===== src/rtl/reg_scoreboard_pkg.sv =====
// Shared register-file definitions: default geometry plus the address and
// pending-mask types used by the scoreboard and the register file.
package reg_scoreboard_pkg;

  localparam int SB_ADDR_WIDTH  = 5;
  localparam int SB_NUM_REGS    = 2 ** SB_ADDR_WIDTH;
  localparam int SB_MAX_PENDING = 4;

  typedef logic [SB_ADDR_WIDTH-1:0] reg_addr_t;
  typedef logic [SB_NUM_REGS-1:0]   pend_mask_t;

endpackage


===== src/rtl/reg_hazard_check.sv =====
// Combinational issue gate: blocks on reset/flush, RAW and WAW hazards,
// and a full in-flight write table.
module reg_hazard_check
  import reg_scoreboard_pkg::*;
#(
  parameter  int ADDR_WIDTH  = SB_ADDR_WIDTH,
  parameter  int MAX_PENDING = SB_MAX_PENDING,
  localparam int NUM_REGS    = 2 ** ADDR_WIDTH,
  localparam int CNT_W       = $clog2(MAX_PENDING + 1)
) (
  input  logic                  reset,
  input  logic                  flush,
  input  logic [NUM_REGS-1:0]   pending,
  input  logic [CNT_W-1:0]      pend_count,
  input  logic [ADDR_WIDTH-1:0] rs1,
  input  logic                  use_rs1,
  input  logic [ADDR_WIDTH-1:0] rs2,
  input  logic                  use_rs2,
  input  logic [ADDR_WIDTH-1:0] rd,
  input  logic                  wr_rd,
  output logic                  ready
);

  logic raw_rs1;
  logic raw_rs2;
  logic waw;
  logic full;
  logic writes_rd;

  // Register 0 is hardwired, so it never creates a hazard or uses a slot.
  assign writes_rd = wr_rd && (rd != '0);
  assign raw_rs1   = use_rs1 && (rs1 != '0) && pending[rs1];
  assign raw_rs2   = use_rs2 && (rs2 != '0) && pending[rs2];
  assign waw       = writes_rd && pending[rd];
  assign full      = writes_rd && (pend_count == CNT_W'(MAX_PENDING));

  assign ready = !(reset || flush || raw_rs1 || raw_rs2 || waw || full);

endmodule


===== src/rtl/reg_scoreboard.sv =====
// In-order register scoreboard: tracks pending destination writes between
// issue and writeback, and flags writebacks to registers that were not pending.
module reg_scoreboard
  import reg_scoreboard_pkg::*;
#(
  parameter  int ADDR_WIDTH  = SB_ADDR_WIDTH,
  parameter  int MAX_PENDING = SB_MAX_PENDING,
  localparam int NUM_REGS    = 2 ** ADDR_WIDTH,
  localparam int CNT_W       = $clog2(MAX_PENDING + 1)
) (
  input  logic                  i_Clock,
  input  logic                  i_Reset,
  input  logic                  i_IssValid,
  input  logic [ADDR_WIDTH-1:0] i_IssRs1,
  input  logic [ADDR_WIDTH-1:0] i_IssRs2,
  input  logic                  i_IssUseRs1,
  input  logic                  i_IssUseRs2,
  input  logic [ADDR_WIDTH-1:0] i_IssRd,
  input  logic                  i_IssWrRd,
  output logic                  o_IssReady,
  input  logic                  i_WbValid,
  input  logic [ADDR_WIDTH-1:0] i_WbAddr,
  input  logic                  i_Flush,
  output logic [NUM_REGS-1:0]   o_Pending,
  output logic [CNT_W-1:0]      o_PendCount,
  output logic                  o_WbErr
);

  logic [NUM_REGS-1:0] pending;
  logic [NUM_REGS-1:0] pend_next;
  logic [CNT_W-1:0]    pend_count;
  logic [CNT_W-1:0]    count_next;
  logic                wb_err;
  logic                set_en;
  logic                clr_en;
  logic                err_en;
  logic                wb_live;

  reg_hazard_check #(
    .ADDR_WIDTH  (ADDR_WIDTH),
    .MAX_PENDING (MAX_PENDING)
  ) u_hazard (
    .reset      (i_Reset),
    .flush      (i_Flush),
    .pending    (pending),
    .pend_count (pend_count),
    .rs1        (i_IssRs1),
    .use_rs1    (i_IssUseRs1),
    .rs2        (i_IssRs2),
    .use_rs2    (i_IssUseRs2),
    .rd         (i_IssRd),
    .wr_rd      (i_IssWrRd),
    .ready      (o_IssReady)
  );

  // WAW blocking guarantees set and clear never target the same register.
  assign set_en  = i_IssValid && o_IssReady && i_IssWrRd && (i_IssRd != '0);
  assign wb_live = i_WbValid && (i_WbAddr != '0);
  assign clr_en  = wb_live && pending[i_WbAddr];
  assign err_en  = wb_live && !pending[i_WbAddr];

  always_comb begin
    pend_next  = pending;
    count_next = pend_count;
    if (set_en)
      pend_next[i_IssRd] = 1'b1;
    if (clr_en)
      pend_next[i_WbAddr] = 1'b0;
    if (set_en && !clr_en)
      count_next = pend_count + CNT_W'(1);
    else if (!set_en && clr_en)
      count_next = pend_count - CNT_W'(1);
  end

  // Flush wins over any same-cycle issue, writeback or error report.
  always_ff @(posedge i_Clock) begin
    if (i_Reset || i_Flush) begin
      pending    <= '0;
      pend_count <= '0;
      wb_err     <= 1'b0;
    end else begin
      pending    <= pend_next;
      pend_count <= count_next;
      wb_err     <= err_en;
    end
  end

  assign o_Pending   = pending;
  assign o_PendCount = pend_count;
  assign o_WbErr     = wb_err;

endmodule


===== config.mk =====
export PLATFORM = sky130hd
export DESIGN_NAME = reg_scoreboard
export DESIGN_NICKNAME = d
export VERILOG_FILES = /design/src/rtl/reg_scoreboard_pkg.sv /design/src/rtl/reg_hazard_check.sv /design/src/rtl/reg_scoreboard.sv
export SDC_FILE = /design/constraint.sdc
export NUM_CORES = 1
export LEC_CHECK = 0
export ABC_AREA = 1
export ABC_CLOCK_PERIOD_IN_PS = 2800
export BUFFER_PORTS_ARGS = -buffer_cell sky130_fd_sc_hd__buf_2
export CAP_MARGIN = 5
export CORE_ASPECT_RATIO = 0.5
export CORE_MARGIN = 2
export CORE_UTILIZATION = 39
export DETAILED_ROUTE_END_ITERATION = 6
export GPL_TIMING_DRIVEN = 1
export MAX_ROUTING_LAYER = met4
export PLACE_DENSITY = 0.64
export SKIP_CTS_REPAIR_TIMING = 1
export SYNTH_ARGS = -nofsm -noshare
export SYNTH_HDL_FRONTEND = slang
export SYNTH_SLANG_ARGS = --single-unit

===== constraint.sdc =====
create_clock -name i_Clock -period 2.8 [get_ports i_Clock]
set_input_delay 0.28 -clock i_Clock [delete_from_list [all_inputs] [get_ports i_Clock]]
set_output_delay 0.28 -clock i_Clock [all_outputs]
set_load 0.01 [all_outputs]

* Word level (Yosys, flattened, before mapping)
Cells that the tools add are included.
Widths: inputs -> output; s select.
** Cells by class
- Add/sub/neg operators :: 2
- Magnitude comparators :: 6
- Equality and inequality tests :: 1
- Muxes and demuxes :: 16
- Bitwise gates (word level) :: 3
- Reduce and logical (&&, ||, !) cells :: 31
** Operator list (count)
- $mux 32 :: 2
- $and 32x32->32 :: 1
- $not 32->32 :: 1
- $or 32x32->32 :: 1
- $lt 5x6->1 const B :: 4
- $bmux 1 s5 :: 4
- $reduce_bool 5->1 :: 4
- $logic_and 1x1->1 :: 17
- $demux 1 s5 :: 2
- $ge 5x1->1 const B :: 2
- $mux 1 :: 6
- $mux 3 :: 2
- $logic_or 1x1->1 :: 5
- $logic_not 1->1 :: 4
- $add 3x1->3 const B :: 1
- $eq 3x3->1 const B :: 1
- $sub 3x1->3 const B :: 1
- $reduce_bool 2->1 :: 1
** Storage, ports and cells
- Flip-flop bits (word level) :: 36
- Input port bits :: 28
- Output and inout bits :: 37

* Depth between registers and ports, before layout
Gate-level depths: netlist of run 1.
- Depth after elaboration :: 15
- Depth in mapped cells :: 20
- Depth with buffers taken out :: 19

* Hierarchy
A second synthesis of run 1 with hierarchy kept.
** Second synthesis, totals
- Cells, all modules :: 654
- Area, all modules :: 3418.3 µm²
** By module, submodules not included
- reg_scoreboard :: times used 1, cells an instance 394, area each 2240.9 µm², sequential area each 720.7 µm²
- reg_hazard_check :: times used 1, cells an instance 260, area each 1177.4 µm², sequential area each 0.0 µm²

* Worst setup path after synthesis of run 1
Ideal clock, no wire load.
- Path kind :: in2reg
- From :: input port i_IssRs1[1]
- To :: register pend_count[2] (netlist: o_PendCount[2])
- Library setup time :: 122 ps
- Data arrival time :: 2275 ps
- Data required time :: 2678 ps
- Setup slack :: 403 ps
- Stages on the path :: 17
- Buffers on the path :: 1
- Cell sequence :: buf_2 inv_2 nand3_1 nand3_1 nand2_1 nor2_1 nand2_1 nand3_1 nand2_1 nor4_1 ha_1 inv_1 fa_1 a21oi_1 o21ai_0 o21ai_0 a21oi_1
** On the way
- Longest elaborated chain between the ends :: 14
- Elaborated cells between the ends (all ways) :: 18
** RTL lines
- start: declaration :: line reg_scoreboard.sv:14 : input logic [ADDR_WIDTH-1:0] i_IssRs1,
- $bmux 1 s5 or $reduce_bool 5->1 (tied branches) :: line reg_hazard_check.sv:32 : assign raw_rs1 = use_rs1 && (rs1 != '0) && pending[rs1];
- $mux 1 (implied by the code) or $logic_and 1x1->1 (tied branches) :: line reg_hazard_check.sv:32
- $logic_and 1x1->1 (*) :: line reg_hazard_check.sv:32
- $logic_or 1x1->1 (*) (4 in series) :: line reg_hazard_check.sv:37 : assign ready = !(reset || flush || raw_rs1 || raw_rs2 || waw || full);
- $logic_not 1->1 (*) :: line reg_hazard_check.sv:37
- $logic_and 1x1->1 (*) (3 in series) :: line reg_scoreboard.sv:57 : assign set_en = i_IssValid && o_IssReady && i_IssWrRd && (i_IssRd != '0);
- $logic_not 1->1 :: line reg_scoreboard.sv:71 : else if (!set_en && clr_en)
- $logic_and 1x1->1 :: line reg_scoreboard.sv:71
- $reduce_bool 2->1 (no line)
- end signal: assignment :: line reg_scoreboard.sv:83 : pend_count <= count_next;
- end: declaration :: line reg_scoreboard.sv:31 : logic [CNT_W-1:0] pend_count;
Mark *: on every way between the ends. The rest lies on a longest branch, timed or not. The select of a mux whose other input is x is not followed.
A chain may end at the register's enable or synchronous reset.

* Final worst setup path of run 1
- From :: register pending[30] (netlist: o_Pending[30])
- To :: register pend_count[2] (netlist: o_PendCount[2])
** On the way
- Longest elaborated chain between the ends :: 14
- Elaborated cells between the ends (all ways) :: 26
** RTL lines
- start: declaration :: line reg_scoreboard.sv:29 : logic [NUM_REGS-1:0] pending;
- start signal: assignment :: line reg_scoreboard.sv:82 : pending <= pend_next;
- $bmux 1 s5 :: line reg_hazard_check.sv:32
- $mux 1 (implied by the code) :: line reg_hazard_check.sv:32
- $logic_and 1x1->1 :: line reg_hazard_check.sv:32
- $logic_or 1x1->1 (4 in series) :: line reg_hazard_check.sv:37
- $logic_not 1->1 :: line reg_hazard_check.sv:37
- $logic_and 1x1->1 (3 in series) :: line reg_scoreboard.sv:57
- $logic_not 1->1 :: line reg_scoreboard.sv:71
- $logic_and 1x1->1 :: line reg_scoreboard.sv:71
- $reduce_bool 2->1 (no line)
Parallel ways exist; a longest one is shown, timed or not. The select of a mux whose other input is x is not followed.

==> metrics.cfg, run 1 <==
[status]
status = complete, no violations

[clocking]
root_buffer = clkbuf_16
clock-sinks = 36
clk_pin_slew_worst_paths_ps = 60
clockBufferDepth = 2
cts_buffers = 5
insertion_delay_ps = 290
cts_htree_levels = 2
cts_tree = built

[sta]
skew_ps = 3.69
rsz0062_at_grt = false
slew_viol_final = 0
setup_viol = 0
tns_ps = 0
holdWs_ps = 313
hold_viol = 0
post-route-min-period_ps = 2630
fmax_mhz = 380
relSlewSlack = 0.633
worst_slew_pin_slew_ps = 546
period_share = 0.940

[finish]
syn_to_final_growth_pct = 31.7
instances_no_fill = 805
utilization = 0.529
final_net_count = 723
diodes = 0
drive_gt1_frac = 0.258

[hold_path]
min_path_cells = 3
hp-class = input pin to flop
whs_endpoint = o_WbErr$_SDFF_PP0_
hold_start = i_WbValid

[die]
coreArea_um2 = 7970
die_w_um = 132
initial_utilization = 0.402
fp-row-count = 23
die_area_um2 = 8990
ioPinCount = 65
die_h_um = 68.1

[global_route]
overflow = 0
grt_pass1_wl_um = 19700
grt_usage = 0.299
antenna_found_initial = 0
grt_max_degree = 35
busiest_layer = met2
use_met1 = 0.404
grt_use_met2 = 0.419
grt_pass1_vias = 3688
grt_use_met3 = 0.101

[yosys]
synth_seq_area_share = 0.225
synthCells = 574
ys_ff_latch = 36
yosysTopAreaCell = dfxtp_1
ys_top_cells_by_area = dfxtp_1 23%, nand2_1 19%, nand3_1 13%, inv_1 7.5%, nor2_1 6.8%
synth.distinct_cells = 26
synth_area_per_cell_um2 = 5.58
yosysTopAreaCellShare = 0.225
syn_area_um2 = 3200
synth_nets = 604
ys_warn_count = 0

[place]
hpwl_um = 10100
portBuffers = 64
placed_cells = 796
gp_congestion = 1.01

[route]
drc = 0
drtIter0Drc = 383
antenna_left = 0
drtPass1Iterations = 5
routed_wl_um = 13300
vias = 4311
post_drt_via_cell_ratio = 5.36
wl_per_cell_um = 16.6

[setup_path]
startpoint = o_Pending[30]$_SDFF_PP0_
end_kind = flop
required_ps = 2980
crit_type = flop to flop
cp_max_fo = 4
start_kind = flop
rr_worst_depth = 17
rrSetupSlack_ps = 170
r2r-end = o_PendCount[2]$_SDFFE_PP0P_
r2r_start = o_Pending[30]$_SDFF_PP0_
cp.arrival_ps = 2810

[power]
ir_drop_mv = 0.213
power_mw = 1.36
p_leak_nw = 1.90
clkPwrFrac = 0.410
intPower_mw = 0.940
switching_power_mw = 0.422
cellPowerDensity_nw_per_um2 = 323
p_seq_frac = 0.378
switching_share = 0.310
p_comb_frac = 0.212

[run]
cap_violations = 0

==> cells in the final DEF, fill, tap and decap left out, types with 2 or more instances in the layout <==
cell | synthesis | final
nand2_1 | 160 | 159
nand3_1 | 80 | 79
buf_4 | 4 | 69
buf_2 | 7 | 64
inv_1 | 64 | 56
nor2_1 | 58 | 56
o21ai_1 | 38 | 41
a21oi_1 | 38 | 38
dfxtp_1 | 36 | 32
inv_2 | 11 | 19
nor3_1 | 17 | 17
o22ai_1 | 14 | 14
o21ai_0 | 14 | 11
clkbuf_16 | 0 | 5
nand2_2 | 4 | 4
dfxtp_2 | 0 | 4
nor2_4 | 3 | 3
nor2_2 | 1 | 3
o211ai_1 | 3 | 3
nand4_1 | 3 | 3
a22oi_1 | 2 | 2
nand2_4 | 1 | 2
buf_12 | 0 | 2
==> critical path: stages, from the launching register on <==
cell and delay, ps:
dfxtp_1 310, inv_1 210, nand2_1 110, nand3_1 100, nand3_1 80, nand3_1 80, nand2_1 70, nand3_2 110
nand2_4 70, nor4_4 240, buf_4 160, ha_1 130, inv_1 50, fa_1 380, a21oi_1 140, o21ai_1 90
o21ai_1 130, a21oi_1 50
==> per-stage QoR <==
step | instance area, um^2 | setup slack [ps]
finish | 4220 | 167
CTS | 4170 | 54.8
global route | 4220 | 26.4
detailed placement | 4030 | -69.2
floorplan | 3200 | 403
global placement | 4030 | 19.8
==> cell type report <==
cell class | count | area, um^2
Multi-Input combinational cell | 440 | 2050
Fill cell | 848 | 3750
Clock buffer | 5 | 125
Clock inverter | 2 | 12.5
Inverter | 75 | 282
Tap cell | 112 | 140
Timing Repair Buffer | 135 | 878
Sequential cell | 36 | 726
==> state kept, by name, indices dropped and copies added (netlist names) <==
signal,cells
o_Pending,32
o_PendCount,3
o_WbErr,1
==> Yosys cell counts <==
master and n:
nor2_2 1, o21ai_0 14, buf_2 7, nand3_1 80, o22ai_1 14, fa_1 1, nand2_1 160, buf_4 4
o211ai_1 3, nand4_1 3, clkbuf_1 3, a21oi_1 38, dfxtp_1 36, inv_1 64, nand2_4 1, o21bai_1 1
o21ai_1 38, nor4_1 1, nor2_1 58, buf_6 9, nor3_1 17, nand2_2 4, a22oi_1 2, ha_1 1
nor2_4 3, inv_2 11
==> metal layers <==
metal / vias to the layer above / wire, um
li1: 2113 / -
met1: 1940 / 6220
met2: 231 / 5240
met3: 27 / 1610
met4: 0 / 273
met5: - / 0
==> power by group through the flow <==
stage	clock (mW)	combinational [mW]	sequential (mW)
detailed placement	0	0.275	0.526
global route	0.588	0.313	0.515
floorplan	0	0.168	0.526
global placement	0	0.275	0.526
CTS	0.566	0.276	0.515
finish	0.559	0.289	0.515
==> worst max-delay path by stage <==
stage,endpoint,slack [ps],cells after the start
after global routing,o_PendCount[2]$_SDFFE_PP0P_,30,17
final,o_PendCount[2]$_SDFFE_PP0P_,170,17
after detailed placement,o_PendCount[2]$_SDFFE_PP0P_,-70,19
after CTS,o_PendCount[2]$_SDFFE_PP0P_,50,17
after global placement,o_PendCount[2]$_SDFFE_PP0P_,20,21
after floorplan,o_PendCount[2]$_SDFFE_PP0P_,400,17
==> kinds of logic (layout without fill, tap and decap cells) <==
logic type / Yosys count / after routing / share of synthesized area
flops: 36 / 36 / 0.225
fa+ha+maj: 2 / 2 / 0.0102
buf+inv: 98 / 217 / 0.143
simple gates: 328 / 328 / 0.439
compound gates: 110 / 110 / 0.182
Power figures use the tool's default switching activity.
==> inputs of run 2 (changes only) <==
--- a/config.mk
+++ b/config.mk
@@ -15,7 +15,6 @@
 export DETAILED_ROUTE_END_ITERATION = 6
 export GPL_TIMING_DRIVEN = 1
 export MAX_ROUTING_LAYER = met4
-export PLACE_DENSITY = 0.64
 export SKIP_CTS_REPAIR_TIMING = 1
 export SYNTH_ARGS = -nofsm -noshare
 export SYNTH_HDL_FRONTEND = slang
==> constraint.sdc (replaced) <==
create_clock -name i_Clock -period 2.8 [get_ports i_Clock]
set_input_delay 0.28 -clock i_Clock [delete_from_list [all_inputs] [get_ports i_Clock]]
set_output_delay 0.28 -clock i_Clock [all_outputs]
set_load 0.1 [all_outputs]
==> metrics.cfg, run 2 (synthesis gave the netlist of run 1 again) <==
[status]
status = complete, no violations  ; unchanged

[setup_path]
end_kind = flop  ; unchanged
slowest_delay_ps = 340  ; was 380 ps
cp_max_fo = 4  ; unchanged
cp_top_family = simple AND/OR/NAND/NOR gates  ; unchanged
cp_common_cell = nand3_1  ; unchanged
cp_cell_sequence = inv_1 -> nand2_1 -> nand3_1 -> nand3_1 -> nand3_1 -> nand2_1 -> nand3_2 -> nand2_2 -> nor4_4 -> buf_4 -> ha_1 -> inv_1 -> fa_2 -> a21oi_1 -> o21ai_1 -> o21ai_1 -> a21oi_1  ; was inv_1 -> nand2_1 -> nand3_1 -> nand3_1 -> nand3_1 -> nand2_1 -> nand3_2 -> nand2_4 -> nor4_4 -> buf_4 -> ha_1 -> inv_1 -> fa_1 -> a21oi_1 -> o21ai_1 -> o21ai_1 -> a21oi_1
required_ps = 2970  ; was 2980 ps
cp.arrival_ps = 2790  ; was 2810 ps
cp_slowest_cell = fa_2  ; was fa_1
start_kind = flop  ; unchanged
crit_type = flop to flop  ; unchanged
crit_buf_inv = 3  ; unchanged

[sta]
post-route-min-period_ps = 2620  ; was 2630 ps
rsz0062_at_grt = false  ; unchanged
period_share = 0.934  ; was 0.940
worst_slew_pin_slew_ps = 561  ; was 546 ps
slew_viol_final = 0  ; unchanged
setup_viol = 0  ; unchanged
final.setup.worst_slack_ps = 185  ; was 167 ps
relSlewSlack = 0.623  ; was 0.633
fmax_mhz = 382  ; was 380 MHz
hold_viol = 0  ; unchanged
skew_ps = 7.08  ; was 3.69 ps

[finish]
instances_no_fill = 791  ; was 805
utilization = 0.520  ; was 0.529
largest_reg_flops = 32  ; unchanged
diodes = 0  ; unchanged
syn_to_final_growth_pct = 29.5  ; was 31.7%
nFillCells = 874  ; was 848
final_net_count = 708  ; was 723
drive_gt1_frac = 0.258  ; about the same
mostFrequentLayoutCells = 159 x nand2_1, 78 x nand3_1, 63 x buf_2, 55 x nor2_1, 53 x buf_4  ; was 159 x nand2_1, 79 x nand3_1, 69 x buf_4, 64 x buf_2
final_common_cell = nand2_1  ; unchanged
stdcell_area_um2 = 4140  ; was 4220 um^2

[global_route]
overflow = 0  ; unchanged
grt_pass1_wl_um = 19700  ; about the same
use_met1 = 0.419  ; was 0.404
grt_max_degree = 32  ; was 35
grt_use_met3 = 0.0800  ; was 0.101
grt_pass1_vias = 3654  ; was 3688
busiest_layer = met1  ; was met2
grt_usage = 0.297  ; was 0.299
grt_use_met2 = 0.415  ; was 0.419
antenna_found_initial = 0  ; unchanged

[die]
ioPinCount = 65  ; unchanged
fp-row-count = 23  ; unchanged
die_w_um = 132  ; unchanged
coreArea_um2 = 7970  ; unchanged
die_area_um2 = 8990  ; unchanged
initial_utilization = 0.402  ; unchanged
die_h_um = 68.1  ; unchanged

[clocking]
clock-sinks = 36  ; unchanged
cts_tree = built  ; unchanged
clockBufferDepth = 2  ; unchanged
clk_pin_slew_worst_paths_ps = 60  ; about the same
cts_htree_levels = 2  ; unchanged
insertion_delay_ps = 280  ; was 290 ps
root_buffer = clkbuf_16  ; unchanged
cts_buffers = 5  ; unchanged

[run]
cap_violations = 0  ; unchanged

[place]
gp_congestion = 1.01  ; about the same
hpwl_um = 9900  ; was 10100 um
place_area_um2 = 3950  ; was 4030 um^2
placed_cells = 781  ; was 796
dp_slack_ps = -128  ; was -69.2 ps
portBuffers = 64  ; unchanged

[power]
p_leak_nw = 1.85  ; was 1.90 nW
ir_drop_mv = 0.224  ; was 0.213 mV
cellPowerDensity_nw_per_um2 = 333  ; was 323 nW/um^2

[route]
vias = 4236  ; was 4311
routed_wl_um = 13000  ; was 13300 um
drc = 0  ; unchanged
post_drt_via_cell_ratio = 5.36  ; about the same
drtPass1Iterations = 5  ; unchanged
wl_per_cell_um = 16.4  ; was 16.6 um
drtIter0Drc = 408  ; was 383
antenna_left = 0  ; unchanged

[hold_path]
hp-class = input pin to flop  ; unchanged

run 2: final cells by class:
class,count,area [um^2],share of cell area
multi-input combinational,440,2060,0.497
timing repair buffer,120,793,0.191
sequential,36,727,0.175
inverter,75,282,0.0679
tap,112,140,0.0338
clock buffer,5,125,0.0302
clock inverter,3,18.8,0.00453
run 2: worst paths after layout:
kind	cells after the start	startpoint	to	slack [ps]
setup reg to reg	17	o_Pending[28]$_SDFF_PP0_	o_PendCount[2]$_SDFFE_PP0P_	180
hold / removal	3	i_WbValid	o_WbErr$_SDFF_PP0_	320
setup / recovery	17	o_Pending[28]$_SDFF_PP0_	o_PendCount[2]$_SDFFE_PP0P_	180
hold reg to reg	2	o_PendCount[2]$_SDFFE_PP0P_	o_PendCount[2]$_SDFFE_PP0P_	490
run 2: stage by stage:
stage	hold WS [ps]	TNS, ps	power [mW]
after detailed placement	471	-128	0.819
after global routing	334	0	1.43
after global placement	471	-88.5	0.820
after floorplan	465	0	0.711
final	316	0	1.38
after CTS	304	-16.4	1.37
run 2: worst register-to-register path: stages (launching register included):
cell	delay, ps
dfxtp_1	320
inv_1	220
nand2_1	90
nand3_1	70
nand3_1	70
nand3_1	90
nand2_1	70
nand3_2	90
nand2_2	80
nor4_4	300
buf_4	170
ha_1	140
inv_1	60
fa_2	340
a21oi_1	130
o21ai_1	100
o21ai_1	130
a21oi_1	50
run 2: per-layer routing:
layer	wire length, um	vias to the layer above
li1	-	2089
met2	5220	259
met3	1600	20
met4	174	0
met1	6000	1868
met5	0	-
run 2: where the power goes:
| group | internal, mW | switching [mW] | total, mW |
|---|---|---|---|
| clock network | 0.328 | 0.229 | 0.557 |
| registers | 0.513 | 0.00114 | 0.515 |
| logic | 0.105 | 0.202 | 0.307 |
| total | 0.947 | 0.432 | 1.38 |
